File: config.mk
export PLATFORM = sky130hd
export DESIGN_NAME = gpio_cfg_serial_loader
export DESIGN_NICKNAME = d
export VERILOG_FILES = /design/src/rtl/gpio_cfg_pkg.sv /design/src/rtl/gpio_cfg_phase_timer.sv /design/src/rtl/gpio_cfg_serial_loader.sv
export SDC_FILE = /design/constraint.sdc
export NUM_CORES = 1
export LEC_CHECK = 0
export BUFFER_PORTS_ARGS = -buffer_cell sky130_fd_sc_hd__buf_2
export CAP_MARGIN = 20
export CORE_MARGIN = 4
export CORE_UTILIZATION = 44
export DETAILED_ROUTE_END_ITERATION = 7
export GPL_TIMING_DRIVEN = 1
export PLACE_DENSITY = 0.72
export RECOVER_POWER = 100
export SETUP_SLACK_MARGIN = 0.5
export SYNTH_ARGS = -nofsm -noshare
export SYNTH_HDL_FRONTEND = slang
export SYNTH_SLANG_ARGS = --single-unit
File: constraint.sdc
create_clock -name wb_clk_i -period 2.2 [get_ports wb_clk_i]
set_clock_uncertainty 0.2 [all_clocks]
set_input_delay 0.22 -clock wb_clk_i [delete_from_list [all_inputs] [get_ports wb_clk_i]]
set_output_delay 0.22 -clock wb_clk_i [all_outputs]
set_load 0.005 [all_outputs]
File: src/rtl/gpio_cfg_pkg.sv
`default_nettype none
// ---------------------------------------------------------------------------
// gpio_cfg_pkg : shared defaults, config-word field layout and FSM encoding
// Revision 1.0
// ---------------------------------------------------------------------------
package gpio_cfg_pkg;

    localparam int NUM_PADS_DEF = 27;
    localparam int CFG_BITS_DEF = 13;
    localparam int CLK_DIV_DEF  = 4;

    // Per-pad control word layout as seen by the GPIO control blocks
    localparam int CFG_MGMT_EN_OFF   = 0;
    localparam int CFG_OUT_DIS_OFF   = 1;
    localparam int CFG_HOLD_OVR_OFF  = 2;
    localparam int CFG_INP_DIS_OFF   = 3;
    localparam int CFG_IB_MODE_OFF   = 4;
    localparam int CFG_ANA_EN_OFF    = 5;
    localparam int CFG_ANA_SEL_OFF   = 6;
    localparam int CFG_ANA_POL_OFF   = 7;
    localparam int CFG_SLOW_SEL_OFF  = 8;
    localparam int CFG_VTRIP_SEL_OFF = 9;
    localparam int CFG_DM_OFF        = 10;
    localparam int CFG_DM_W          = 3;

    localparam logic [2:0] ST_IDLE_ENC     = 3'd0;
    localparam logic [2:0] ST_FETCH_ENC    = 3'd1;
    localparam logic [2:0] ST_CAPT_ENC     = 3'd2;
    localparam logic [2:0] ST_SHIFT_LO_ENC = 3'd3;
    localparam logic [2:0] ST_SHIFT_HI_ENC = 3'd4;
    localparam logic [2:0] ST_LOAD_ENC     = 3'd5;
    localparam logic [2:0] ST_DONE_ENC     = 3'd6;

    typedef enum logic [2:0] {
        ST_IDLE     = ST_IDLE_ENC,
        ST_FETCH    = ST_FETCH_ENC,
        ST_CAPT     = ST_CAPT_ENC,
        ST_SHIFT_LO = ST_SHIFT_LO_ENC,
        ST_SHIFT_HI = ST_SHIFT_HI_ENC,
        ST_LOAD     = ST_LOAD_ENC,
        ST_DONE     = ST_DONE_ENC
    } state_e;

endpackage
`default_nettype wire

File: src/rtl/gpio_cfg_phase_timer.sv
`default_nettype none
// ---------------------------------------------------------------------------
// gpio_cfg_phase_timer : 0..CLK_DIV-1 phase counter with reload and terminal count
// Revision 1.0
// ---------------------------------------------------------------------------
module gpio_cfg_phase_timer #(
    parameter int CLK_DIV = 4
) (
    input  logic wb_clk_i,
    input  logic wb_rst_i,
    input  logic reload_i,
    output logic tc_o
);

    localparam int TW = (CLK_DIV > 1) ? $clog2(CLK_DIV) : 1;

    logic [TW-1:0] cnt_q;
    logic [TW-1:0] cnt_d;

    assign tc_o = (cnt_q == TW'(CLK_DIV - 1));

    always_comb begin
        cnt_d = cnt_q + TW'(1);
        if (reload_i || tc_o) begin
            cnt_d = '0;
        end
    end

    always_ff @(posedge wb_clk_i or posedge wb_rst_i) begin
        if (wb_rst_i) begin
            cnt_q <= '0;
        end else begin
            cnt_q <= cnt_d;
        end
    end

endmodule
`default_nettype wire

File: src/rtl/gpio_cfg_serial_loader.sv
`default_nettype none
// ---------------------------------------------------------------------------
// gpio_cfg_serial_loader : streams per-pad config words into the GPIO control chain
// Revision 1.0
// ---------------------------------------------------------------------------
module gpio_cfg_serial_loader
    import gpio_cfg_pkg::*;
#(
    parameter int NUM_PADS = NUM_PADS_DEF,
    parameter int CFG_BITS = CFG_BITS_DEF,
    parameter int CLK_DIV  = CLK_DIV_DEF,
    localparam int AW      = (NUM_PADS > 1) ? $clog2(NUM_PADS) : 1,
    localparam int BW      = (CFG_BITS > 1) ? $clog2(CFG_BITS) : 1
) (
    input  logic                wb_clk_i,
    input  logic                wb_rst_i,
    input  logic                start,
    output logic                cfg_rd,
    output logic [AW-1:0]       cfg_addr,
    input  logic [CFG_BITS-1:0] cfg_data,
    output logic                serial_clock,
    output logic                serial_data,
    output logic                serial_load,
    output logic                busy,
    output logic                done
);

    state_e              state_q, state_d;
    logic [AW-1:0]       pad_q, pad_d;
    logic [BW-1:0]       bit_q, bit_d;
    logic [CFG_BITS-1:0] shreg_q, shreg_d;
    logic                w_phase_tc;
    logic                w_phase_reload;

    // Every state entry starts a fresh phase, so word gaps never skew timing
    assign w_phase_reload = (state_d != state_q);

    gpio_cfg_phase_timer #(
        .CLK_DIV (CLK_DIV)
    ) u_phase_timer (
        .wb_clk_i (wb_clk_i),
        .wb_rst_i (wb_rst_i),
        .reload_i (w_phase_reload),
        .tc_o     (w_phase_tc)
    );

    always_comb begin
        state_d = state_q;
        pad_d   = pad_q;
        bit_d   = bit_q;
        shreg_d = shreg_q;
        case (state_q)
            ST_IDLE: begin
                if (start) begin
                    state_d = ST_FETCH;
                    pad_d   = AW'(NUM_PADS - 1);
                end
            end
            ST_FETCH: state_d = ST_CAPT;
            ST_CAPT: begin
                shreg_d = cfg_data;
                bit_d   = BW'(CFG_BITS - 1);
                state_d = ST_SHIFT_LO;
            end
            ST_SHIFT_LO: begin
                if (w_phase_tc) begin
                    state_d = ST_SHIFT_HI;
                end
            end
            ST_SHIFT_HI: begin
                if (w_phase_tc) begin
                    shreg_d = shreg_q << 1;
                    if (bit_q != '0) begin
                        bit_d   = bit_q - BW'(1);
                        state_d = ST_SHIFT_LO;
                    end else if (pad_q != '0) begin
                        pad_d   = pad_q - AW'(1);
                        state_d = ST_FETCH;
                    end else begin
                        state_d = ST_LOAD;
                    end
                end
            end
            ST_LOAD: begin
                if (w_phase_tc) begin
                    state_d = ST_DONE;
                end
            end
            ST_DONE: state_d = ST_IDLE;
            default: state_d = ST_IDLE;
        endcase
    end

    always_ff @(posedge wb_clk_i or posedge wb_rst_i) begin
        if (wb_rst_i) begin
            state_q <= ST_IDLE;
            pad_q   <= '0;
            bit_q   <= '0;
            shreg_q <= '0;
        end else begin
            state_q <= state_d;
            pad_q   <= pad_d;
            bit_q   <= bit_d;
            shreg_q <= shreg_d;
        end
    end

    // Outputs decode straight from state so an async reset clears them at once
    assign cfg_rd       = (state_q == ST_FETCH);
    assign cfg_addr     = (state_q == ST_FETCH) ? pad_q : '0;
    assign serial_clock = (state_q == ST_SHIFT_HI);
    assign serial_data  = ((state_q == ST_SHIFT_LO) || (state_q == ST_SHIFT_HI))
                          ? shreg_q[CFG_BITS-1] : 1'b0;
    assign serial_load  = (state_q == ST_LOAD);
    assign busy         = (state_q != ST_IDLE) && (state_q != ST_DONE);
    assign done         = (state_q == ST_DONE);

endmodule
`default_nettype wire

==> reports/metrics.yaml, run 1 <==
run_status:
  status: "finished, final reports clean"
logic_synthesis:
  ys.flop_type: "dfrtp_1"
  synth-edff-count: 0
  async_reset_ff_share_pct: 100
  yosys.area.top_type: "dfrtp_1"
  yosys_register_bits: 27
  synth_cell_type_count: 41
  yosysWarnings: 0
  syn_inst: 151
  synth_area_sq_mm: 0.00163
  syn_avg_cell_area_sq_um: 10.8
  synth_top_cell_area_share_pct: 41.5
  synth_nets: 171
  ys_seq_area_share_pct: 41.5
  synth.area.top_cells: "dfrtp_1 42%, mux2_2 12%, mux2_1 4.8%, mux2i_1 3.7%, ha_1 3.1%"
routing:
  initialDrtViolationCount: 122
  ant_nets: 0
  routed_wl_um: 5150
  vias_per_cell: 5.44
  dr.pass1.iters: 5
  route.vias.total: 1474
  drc_errors: 0
  routedWlPerCell_um: 19.0
setup_path:
  critical_path_required_ns: 2.20
  endpoint_kind: "register"
  crit_type: "register to register"
  arrival_ns: 2.06
  crit_path_max_fanout: 5
  startpoint_type: "register"
pwr:
  swShare_pct: 23.5
  p_clk_share_pct: 32.9
  netSwitchingPower_uw: 209
  comb_power_share_pct: 9.2
  p_seq_share_pct: 57.9
  vdd_drop_max_mv: 0.301
  p_int_uw: 680
  p_leak_uw: 0.00127
  power_density_mw_per_mm2: 347
clock_network:
  cts_buffers: 3
  clockBufferDepth: 2
  cts.sinks: 27
  htreeDepth: 1
  clkTransAtPathRegs_ns: 0.09
  clockRootBuffer: "clkbuf_8"
  clock_latency_ns: 0.28
  cts_tree: "done"
cells_and_area:
  fin_cells: 271
  nNetsFinal: 246
  drive_gt1_share_pct: 57.3
  num_antenna_cells: 0
  syn2layout_area_growth_pct: 57.6
  finish.instance_area_sq_mm: 0.00256
global_routing:
  grt_usage_pct: 18.9
  grt_pass1_wl_um: 6590
  grt.met2_usage_pct: 35.4
  grtUsageMet1_pct: 20.8
  grt_max_degree: 21
  antenna_found_initial: 0
  overflow: 0
  grt_pass1_vias: 1461
  top_usage_layer: "met2"
  use_met3_pct: 4.38
timing:
  finalMaxSlewViolations: 0
  hold_viol_final: 0
  post-route-period-util_pct: 93.4
  setup_viol: 0
  rsz0062_at_grt: "yes"
  period_minus_slack_ns: 2.06
  worstMarginPinSlew_ns: 0.640
  fin_tns_setup_ns: 0
  fmax_mhz: 486
  relSlewSlack_pct: 57.3
job:
  maxCapViolCount: 0
floorplan:
  fp.dieArea_sq_mm: 0.00473
  io_pins: 27
  start_util_pct: 47.3
  die_w_um: 68.8
  rows: 21
  core_sq_mm: 0.00344
  fp.dieH_um: 68.8
place:
  dpl_cell_area_sq_mm: 0.00194
  portBuffers: 26
  hpwlAfterDp_um: 2590
  dpl.cell_count: 222
  routabilityCongestion: 0.830
hold_path:
  min_path_type: "input port to register"
## placed cells by master (no fill, tap or decap), types with 3 or more instances in the layout
cell and n:
and3_1 5, nand2_1 4, buf_2 17, clkbuf_1 12, nor2b_1 4, buf_4 30
nor2_1 8, o21ai_0 4, inv_1 7, buf_8 3, buf_6 16, dfrtp_1 25
mux2i_1 6, clkbuf_8 3, mux2_4 24, nor4_4 3
## layer usage
layer | vias to the layer above | wire length [um]
met2 | 51 | 2830
li1 | 688 | -
met1 | 721 | 1950
met5 | - | 0
met4 | 0 | 129
met3 | 14 | 239
## critical path: stages (launching register included)
cell and delay [ns]:
dfrtp_1 0.40, inv_1 0.07, ha_1 0.16, or3b_1 0.51, clkbuf_1 0.20, nor4_4 0.21, mux2i_1 0.22
## cells in the mapped netlist (2+ instances only)
master    instances
or3b_2            2
nand2_1           4
nand2b_1          4
o21ai_0           6
and3_1            5
a21oi_1           4
nand3b_1          2
clkbuf_1          5
mux2_2           18
inv_1             9
dfrtp_1          27
mux2i_1           6
and2_1            3
nor2b_1           6
buf_2             3
nor4_1            3
ha_1              4
or3_1             2
nor2_1           10
mux2_1            7
## area by class of cell
type | count | area, sq um
multi-input combinational | 106 | 1150
clock buffer | 3 | 41.3
sequential | 27 | 678
clock inverter | 1 | 7.51
tap | 46 | 57.6
timing repair buffer | 79 | 591
fill | 222 | 878
inverter | 9 | 33.8
## repair_timing
item,4_1_cts,5_1_grt
resized for setup,38,38
pin swaps,11,13
cloned,2,0
buffers inserted,26,16
endpoints found under the setup margin,33,36
endpoints found under the hold margin,16,0
hold buffers,1,0
## worst paths after layout
path,slack [ns],endpoint,start,cells after the start
setup / recovery,0.14,pad_q[2],bit_q[0],6
hold / removal,0.07,state_q[0],start,3
setup reg to reg,0.14,pad_q[2],bit_q[0],6
hold reg to reg,0.32,shreg_q[11],shreg_q[11],1
max in group asynchronous,0.43,state_q[0],wb_rst_i,4
min in group asynchronous,0.36,shreg_q[4],wb_rst_i,3
## logic make-up after synthesis
logic type,Yosys count,share of synthesized area [%]
AND/OR/NAND/NOR,51,21.5
multiplexers,31,21.0
flip-flops,27,41.5
AO/OA/AOI/OAI,20,8.00
buffers and inverters,18,4.85
adder cells (fa/ha/maj),4,3.08
## stage by stage
step | util [%] | setup WS [ns] | total power [uW] | hold WS [ns]
after floorplan | - | 0.274 | 557 | 0.0726
after global placement | 56.3 | 0.222 | 579 | 0.120
after detailed placement | 56.3 | 0.162 | 583 | 0.128
after CTS | 68.1 | 0.297 | 882 | 0.0436
after global routing | 74.5 | 0.0790 | 930 | 0.0638
final | 74.5 | 0.144 | 890 | 0.0718
## power by group through the flow
stage,combinational (uW),sequential [uW],clock [uW]
3_3_place_gp,56.2,523,0
6_report,82.3,515,292
3_5_place_dp,59.5,524,0
2_1_floorplan,35.7,521,0
4_1_cts,68.1,514,300
5_1_grt,89.2,516,325
## flip-flops by register name (all words and copies together), names as in the netlist
name	cells
state_q	3
bit_q	4
pad_q	5
u_phase_timer.cnt_q	2
shreg_q	13
No activity file was read; power rests on OpenSTA's default activity.
==> inputs of run 2 (changes only) <==
--- a/config.mk
+++ b/config.mk
@@ -12,7 +12,7 @@
 export DETAILED_ROUTE_END_ITERATION = 7
 export GPL_TIMING_DRIVEN = 1
 export PLACE_DENSITY = 0.72
-export RECOVER_POWER = 100
+export RECOVER_POWER = 50
 export SETUP_SLACK_MARGIN = 0.5
 export SYNTH_ARGS = -nofsm -noshare
 export SYNTH_HDL_FRONTEND = slang
==> run 2 against run 1 <==
Compared with the run above: sequential share of layout area shrank 0.56 points; utilization up 1.7 points; count of clock-buffer cells in the layout stayed put.
==> reports/metrics.yaml, run 2 (same netlist as run 1, synthesis figures left out) <==
routing:
  vias_per_cell: 5.43
  ant_nets: 0
  top_layer_used: "met4"
  routedWlPerCell_um: 19.1
  routed_wl_um: 5170
  dr.pass1.iters: 4
  drc_errors: 0
  met1Wirelength_um: 1960
  route.vias.total: 1472
  wl_met3_um: 207
  initialDrtViolationCount: 142
  wl_met2_um: 2840
place:
  portBuffers: 26
  hpwlAfterDp_um: 2590
  place_ws_ns: 0.162
  dpl.cell_count: 222
  routabilityCongestion: 0.830
cells_and_area:
  top_regs: "shreg_q x13, pad_q x5, bit_q x4"
  largest_reg_flops: 13
  final_cell_mix: "32 x buf_4, 24 x mux2_4, 24 x dfrtp_1"
  fillerInstances: 206
  regArea_sq_um: 679
  num_antenna_cells: 0
  multiInputGateArea_sq_mm: 0.00118
  fin_cells: 271
  regMostFlops: "shreg_q"
  syn2layout_area_growth_pct: 61.3
  layout.cells.most_common: "buf_4"
  drive_gt1_share_pct: 64.4
  nNetsFinal: 246
clock_network:
  clockRootBuffer: "clkbuf_8"
  clockBufferDepth: 2
  cts_tree: "done"
  cts_buffers: 3
  cts.sinks: 27
  clock_latency_ns: 0.28
  clkTransAtPathRegs_ns: 0.09
  htreeDepth: 1
timing:
  period_minus_slack_ns: 1.97
  hold_viol_final: 0
  post-route-period-util_pct: 89.4
  fin_tns_setup_ns: 0
  setup_viol: 0
  worstMarginPinSlew_ns: 0.639
  relSlewSlack_pct: 57.3
  setup_ws_ns: 0.233
  rsz0062_at_grt: "yes"
  finalMaxSlewViolations: 0
  fmax_mhz: 508
setup_path:
  arrival_ns: 1.97
  endpoint_kind: "register"
  crit_path_max_fanout: 5
  startpoint_type: "register"
  critPathMaxStageDelay_ns: 0.44
  worstPathCellList: "inv_1, ha_2, or3b_4, buf_4, nor4_4, mux2i_1"
  cp_top_family: "simple AND/OR/NAND/NOR gates"
  cp_slowest_cell: "or3b_4"
  crit_type: "register to register"
  critical_path_required_ns: 2.20
  crit_buf_inv: 2
global_routing:
  overflow: 0
  grt_max_degree: 21
  grt_pass1_vias: 1461
  antenna_found_initial: 0
  grt_pass1_wl_um: 6590
  grt_usage_pct: 18.9
floorplan:
  io_pins: 27
  start_util_pct: 47.3
  fp.dieH_um: 68.8
  core_sq_mm: 0.00344
  die_w_um: 68.8
  rows: 21
  fp.dieArea_sq_mm: 0.00473
job:
  maxCapViolCount: 0
pwr:
  p_clk_share_pct: 33.0
  p_int_uw: 681
  p_leak_uw: 0.00132
  swShare_pct: 23.7
  power_density_mw_per_mm2: 340
  p_seq_share_pct: 57.8
  netSwitchingPower_uw: 211
  vdd_drop_max_mv: 0.302
  total_power_uw: 891
  comb_power_share_pct: 9.3
run_status:
  status: "finished, final reports clean"
hold_path:
  min_path_type: "input port to register"
[run 2: metal layers]
metal  track usage (%)  up-vias
li1                  -      687
met1              20.8      725
met2              35.4       46
met3              4.38       14
met4              6.33        0
met5                 0        -
[run 2: cell type report]
| class | instances | share of cell area, % |
|---|---|---|
| sequential | 27 | 25.9 |
| inverter | 9 | 1.29 |
| clock buffer | 3 | 1.57 |
| clock inverter | 1 | 0.286 |
| tap | 46 | 2.19 |
| multi-input combinational | 106 | 44.9 |
| timing repair buffer | 79 | 23.9 |
[run 2: metrics by stage]
step | utilization [%] | instance area [sq um] | hold slack [ns]
2_1_floorplan | - | 1760 | 0.0726
3_3_place_gp | 56.3 | 1940 | 0.120
3_5_place_dp | 56.3 | 1940 | 0.128
4_1_cts | 68.1 | 2340 | 0.0436
5_1_grt | 76.2 | 2620 | 0.0622
6_report | 76.2 | 2620 | 0.0617
[run 2: path summary, 6_finish.rpt]
| check | depth (start not counted) | to | startpoint | slack [ns] |
|---|---|---|---|---|
| min reg2reg | 1 | shreg_q[11] | shreg_q[11] | 0.32 |
| max | 6 | pad_q[2] | bit_q[0] | 0.23 |
| max reg2reg | 6 | pad_q[2] | bit_q[0] | 0.23 |
| min in group asynchronous | 3 | shreg_q[4] | wb_rst_i | 0.36 |
| min | 3 | state_q[0] | start | 0.06 |
| max in group asynchronous | 4 | state_q[0] | wb_rst_i | 0.44 |
[run 2: worst register-to-register path: cells and delay by family (launching register included)]
family | cells | cell delay [ns]
buffers and inverters | 2 | 0.25
muxes | 1 | 0.22
adders and majority gates | 1 | 0.17
DFF | 1 | 0.41
and+or+nand+nor | 2 | 0.65
[run 2: power by group through the flow]
stage	clock network, uW	registers [uW]	logic (uW)
2_1_floorplan	0	521	35.7
3_3_place_gp	0	523	56.2
3_5_place_dp	0	524	59.5
4_1_cts	300	514	68.1
5_1_grt	325	516	89.3
6_report	294	515	82.5
[run 2: what timing repair did]
item / CTS / global route
endpoints found under the setup margin: 33 / 36
pin swaps: 11 / 13
cloned: 2 / 0
endpoints found under the hold margin: 16 / 0
hold buffers: 1 / 0
buffers inserted: 26 / 16
resized for setup: 38 / 38
==> inputs of run 3 (changes only) <==
--- a/config.mk
+++ b/config.mk
@@ -5,6 +5,7 @@
 export SDC_FILE = /design/constraint.sdc
 export NUM_CORES = 1
 export LEC_CHECK = 0
+export ABC_AREA = 1
 export BUFFER_PORTS_ARGS = -buffer_cell sky130_fd_sc_hd__buf_2
 export CAP_MARGIN = 20
 export CORE_MARGIN = 4
==> run 3 against run 2 <==
Compared with the run above: flip-flop and latch count unchanged; count of clock-buffer cells in the layout rose by 1; via count rose by 3.2%; utilization shrank 9.5 points; sequential power is 2% lower; area after synthesis is 8.2% lower; global-route usage is 0.31 points lower; largest cell class unchanged.
==> reports/metrics.yaml, run 3 <==
place:
  routabilityCongestion: 0.879
  portBuffers: 26
  dpl_cell_area_sq_mm: 0.00166
  hpwlAfterDp_um: 2170
  dpl.cell_count: 253
routing:
  route.vias.total: 1519
  dr.pass1.iters: 4
  initialDrtViolationCount: 76
  routedWlPerCell_um: 14.1
  routed_wl_um: 4040
  drc_errors: 0
  vias_per_cell: 5.31
  ant_nets: 0
setup_path:
  crit_type: "register to register"
  cp_slowest_cell: "dfrtp_1"
  cp_top_family: "simple AND/OR/NAND/NOR gates"
  reg2reg_from: "state_q[0]"
  crit_path_max_fanout: 8
  endpoint_kind: "register"
  worstPathCellList: "inv_2, nand3_1, nand2_4, nand2_4, inv_4, nand2_2, nand2_1, nand3_1"
  critPathMaxStageDelay_ns: 0.51
  crit_buf_inv: 2
  rr_worst_depth: 8
  arrival_ns: 1.89
  r2r-end: "bit_q[2]"
  critical_path_required_ns: 2.21
  r2r_setup_slack_ns: 0.32
  startpoint_type: "register"
cells_and_area:
  largest_reg_flops: 13
  regMostFlops: "shreg_q"
  regArea_sq_um: 678
  syn2layout_area_growth_pct: 40.8
  fillerInstances: 267
  drive_gt1_share_pct: 34.7
  multiInputGateArea_sq_um: 774
  num_antenna_cells: 0
  top_regs: "shreg_q x13, pad_q x5, bit_q x4"
  layout.cells.most_common: "inv_1"
  fin_cells: 286
  finish.instance_area_sq_mm: 0.00210
  nNetsFinal: 263
  final_cell_mix: "26 x inv_1, 25 x dfrtp_1, 24 x buf_2"
pwr:
  p_leak_uw: 0.00107
  p_clk_share_pct: 27.8
  vdd_drop_max_mv: 0.356
  swShare_pct: 22.4
  netSwitchingPower_uw: 176
  p_int_uw: 609
  power_density_mw_per_mm2: 373
  comb_power_share_pct: 7.8
  total_power_uw: 784
  p_seq_share_pct: 64.4
clock_network:
  cts_buffers: 3
  clock_latency_ns: 0.33
  clockBufferDepth: 2
  htreeDepth: 1
  cts.sinks: 27
  cts_tree: "done"
  clockRootBuffer: "clkbuf_4"
  clkTransAtPathRegs_ns: 0.15
logic_synthesis:
  synth_common_cells: "30 x inv_1, 28 x nand2_1, 27 x dfrtp_1"
  synth.area.top_cells: "dfrtp_1 45%, inv_1 7.5%, nand2_1 7.0%, nand3_1 6.4%, o21ai_0 5.7%"
  yosys.cell_count.top_type: "inv_1"
  synthAdderAreaFrac_pct: 3.35
  synth_nets: 206
  synth_mux_area_share_pct: 0
  syn_avg_cell_area_sq_um: 8.03
  yosys_register_bits: 27
  async_reset_ff_share_pct: 100
  yosys.area_share.simple_pct: 21.6
  ys.flop_type: "dfrtp_1"
  synth_top_family_by_area: "simple AND/OR/NAND/NOR gates"
  synth-edff-count: 0
  synth_top_cell_area_share_pct: 45.2
  synth_xor_area_share_pct: 1.76
  synth_compound_area_share_pct: 16.8
  synth_cell_type_count: 24
  yosys.area.top_type: "dfrtp_1"
  ys_seq_area_share_pct: 45.2
  syn_inst: 186
  synth_area_sq_mm: 0.00149
  yosysWarnings: 0
run_status:
  status: "finished, final reports clean"
floorplan:
  fp.dieArea_sq_mm: 0.00439
  fp.dieH_um: 66.3
  rows: 20
  die_w_um: 66.3
  core_sq_mm: 0.00315
  start_util_pct: 47.4
  io_pins: 27
job:
  maxCapViolCount: 0
global_routing:
  grt_pass1_wl_um: 6290
  overflow: 0
  grt_max_degree: 28
  grt_usage_pct: 18.6
  antenna_found_initial: 0
  grt_pass1_vias: 1423
timing:
  post-route-period-util_pct: 85.5
  hold_viol_final: 0
  worstMarginPinSlew_ns: 0.666
  setup_viol: 0
  fmax_mhz: 532
  period_minus_slack_ns: 1.88
  rsz0062_at_grt: "yes"
  fin_tns_setup_ns: 0
  relSlewSlack_pct: 55.6
  finalMaxSlewViolations: 0
hold_path:
  hold_path_startpoint: "start"
  hold_path_end: "state_q[0]"
  min_path_type: "input port to register"
  whs_path_depth: 3
[run 3: changes by cell type after synthesis, sizes merged, moves of 8 or more]
cell	change
nor2	+8
mux2	-25
nand3	+20
inv	+24
nand2	+27
o211ai	+11
o21ai	+17
[run 3: worst min-delay path, cell delays in order]
cell,delay [ns]
buf_2,0.09
nand3_1,0.13
nand4_1,0.15
[run 3: cell type report]
type | count | area share (%)
repair buffers | 56 | 20.5
well taps | 44 | 2.62
multi-input cells | 121 | 36.8
flip-flops and latches | 27 | 32.2
clock buffers | 4 | 1.25
inverters | 33 | 6.25
repair inverters | 1 | 0.357
[run 3: routing by layer]
layer | track usage (%) | part of all wire (%) | routed length [um] | vias to the layer above
li1 | - | - | - | 722
met5 | 0 | 0 | 0 | -
met2 | 31.1 | 51 | 2060 | 60
met3 | 4.08 | 5.2 | 211 | 13
met1 | 23.4 | 41 | 1660 | 724
met4 | 6.60 | 2.6 | 104 | 0
[run 3: through the flow]
step,utilization (%),hold WS [ns],setup WS [ns]
2_1_floorplan,-,0.0727,0.637
6_report,66.7,0.0900,0.320
3_5_place_dp,52.5,0.105,0.455
3_3_place_gp,52.5,0.0964,0.450
4_1_cts,62.6,0.0129,0.457
5_1_grt,66.7,0.0996,0.213
[run 3: cells by family (layout without fill, tap and decap cells)]
kind of cell	count (synthesis)	count (layout)
XOR/XNOR	3	3
AO/OA/AOI/OAI	42	42
adder cells (fa/ha/maj)	4	4
buffers and inverters	39	94
flip-flops	27	27
AND/OR/NAND/NOR	71	72
[run 3: what timing repair did]
action | in CTS | in global routing
pin swaps | 5 | 8
cloned | 0 | 2
gates resized for setup | 19 | 40
hold endpoints to repair | 40 | 0
buffers inserted | 12 | 1
hold buffers | 14 | 0
setup endpoints to repair | 30 | 35
[run 3: how the worst max path moves through the flow]
stage                           startpoint                      to  slack [ns]  cells after the start
floorplan           u_phase_timer.cnt_q[0]              shreg_q[1]        0.64                      7
global route                    state_q[0]  u_phase_timer.cnt_q[0]        0.21                      6
detailed placement              state_q[0]                bit_q[2]        0.46                      8
global placement                state_q[0]                bit_q[2]        0.45                      8
CTS                             state_q[1]            serial_clock        0.46                      5
finish                          state_q[0]                bit_q[2]        0.32                      8
[run 3: power groups by stage]
stage / clock, uW / sequential, uW / combinational [uW]
after floorplan: 0 / 514 / 20.7
after global placement: 0 / 515 / 41.6
after detailed placement: 0 / 515 / 41.9
after CTS: 227 / 505 / 61.3
after global routing: 245 / 506 / 70.0
final: 218 / 505 / 61.2
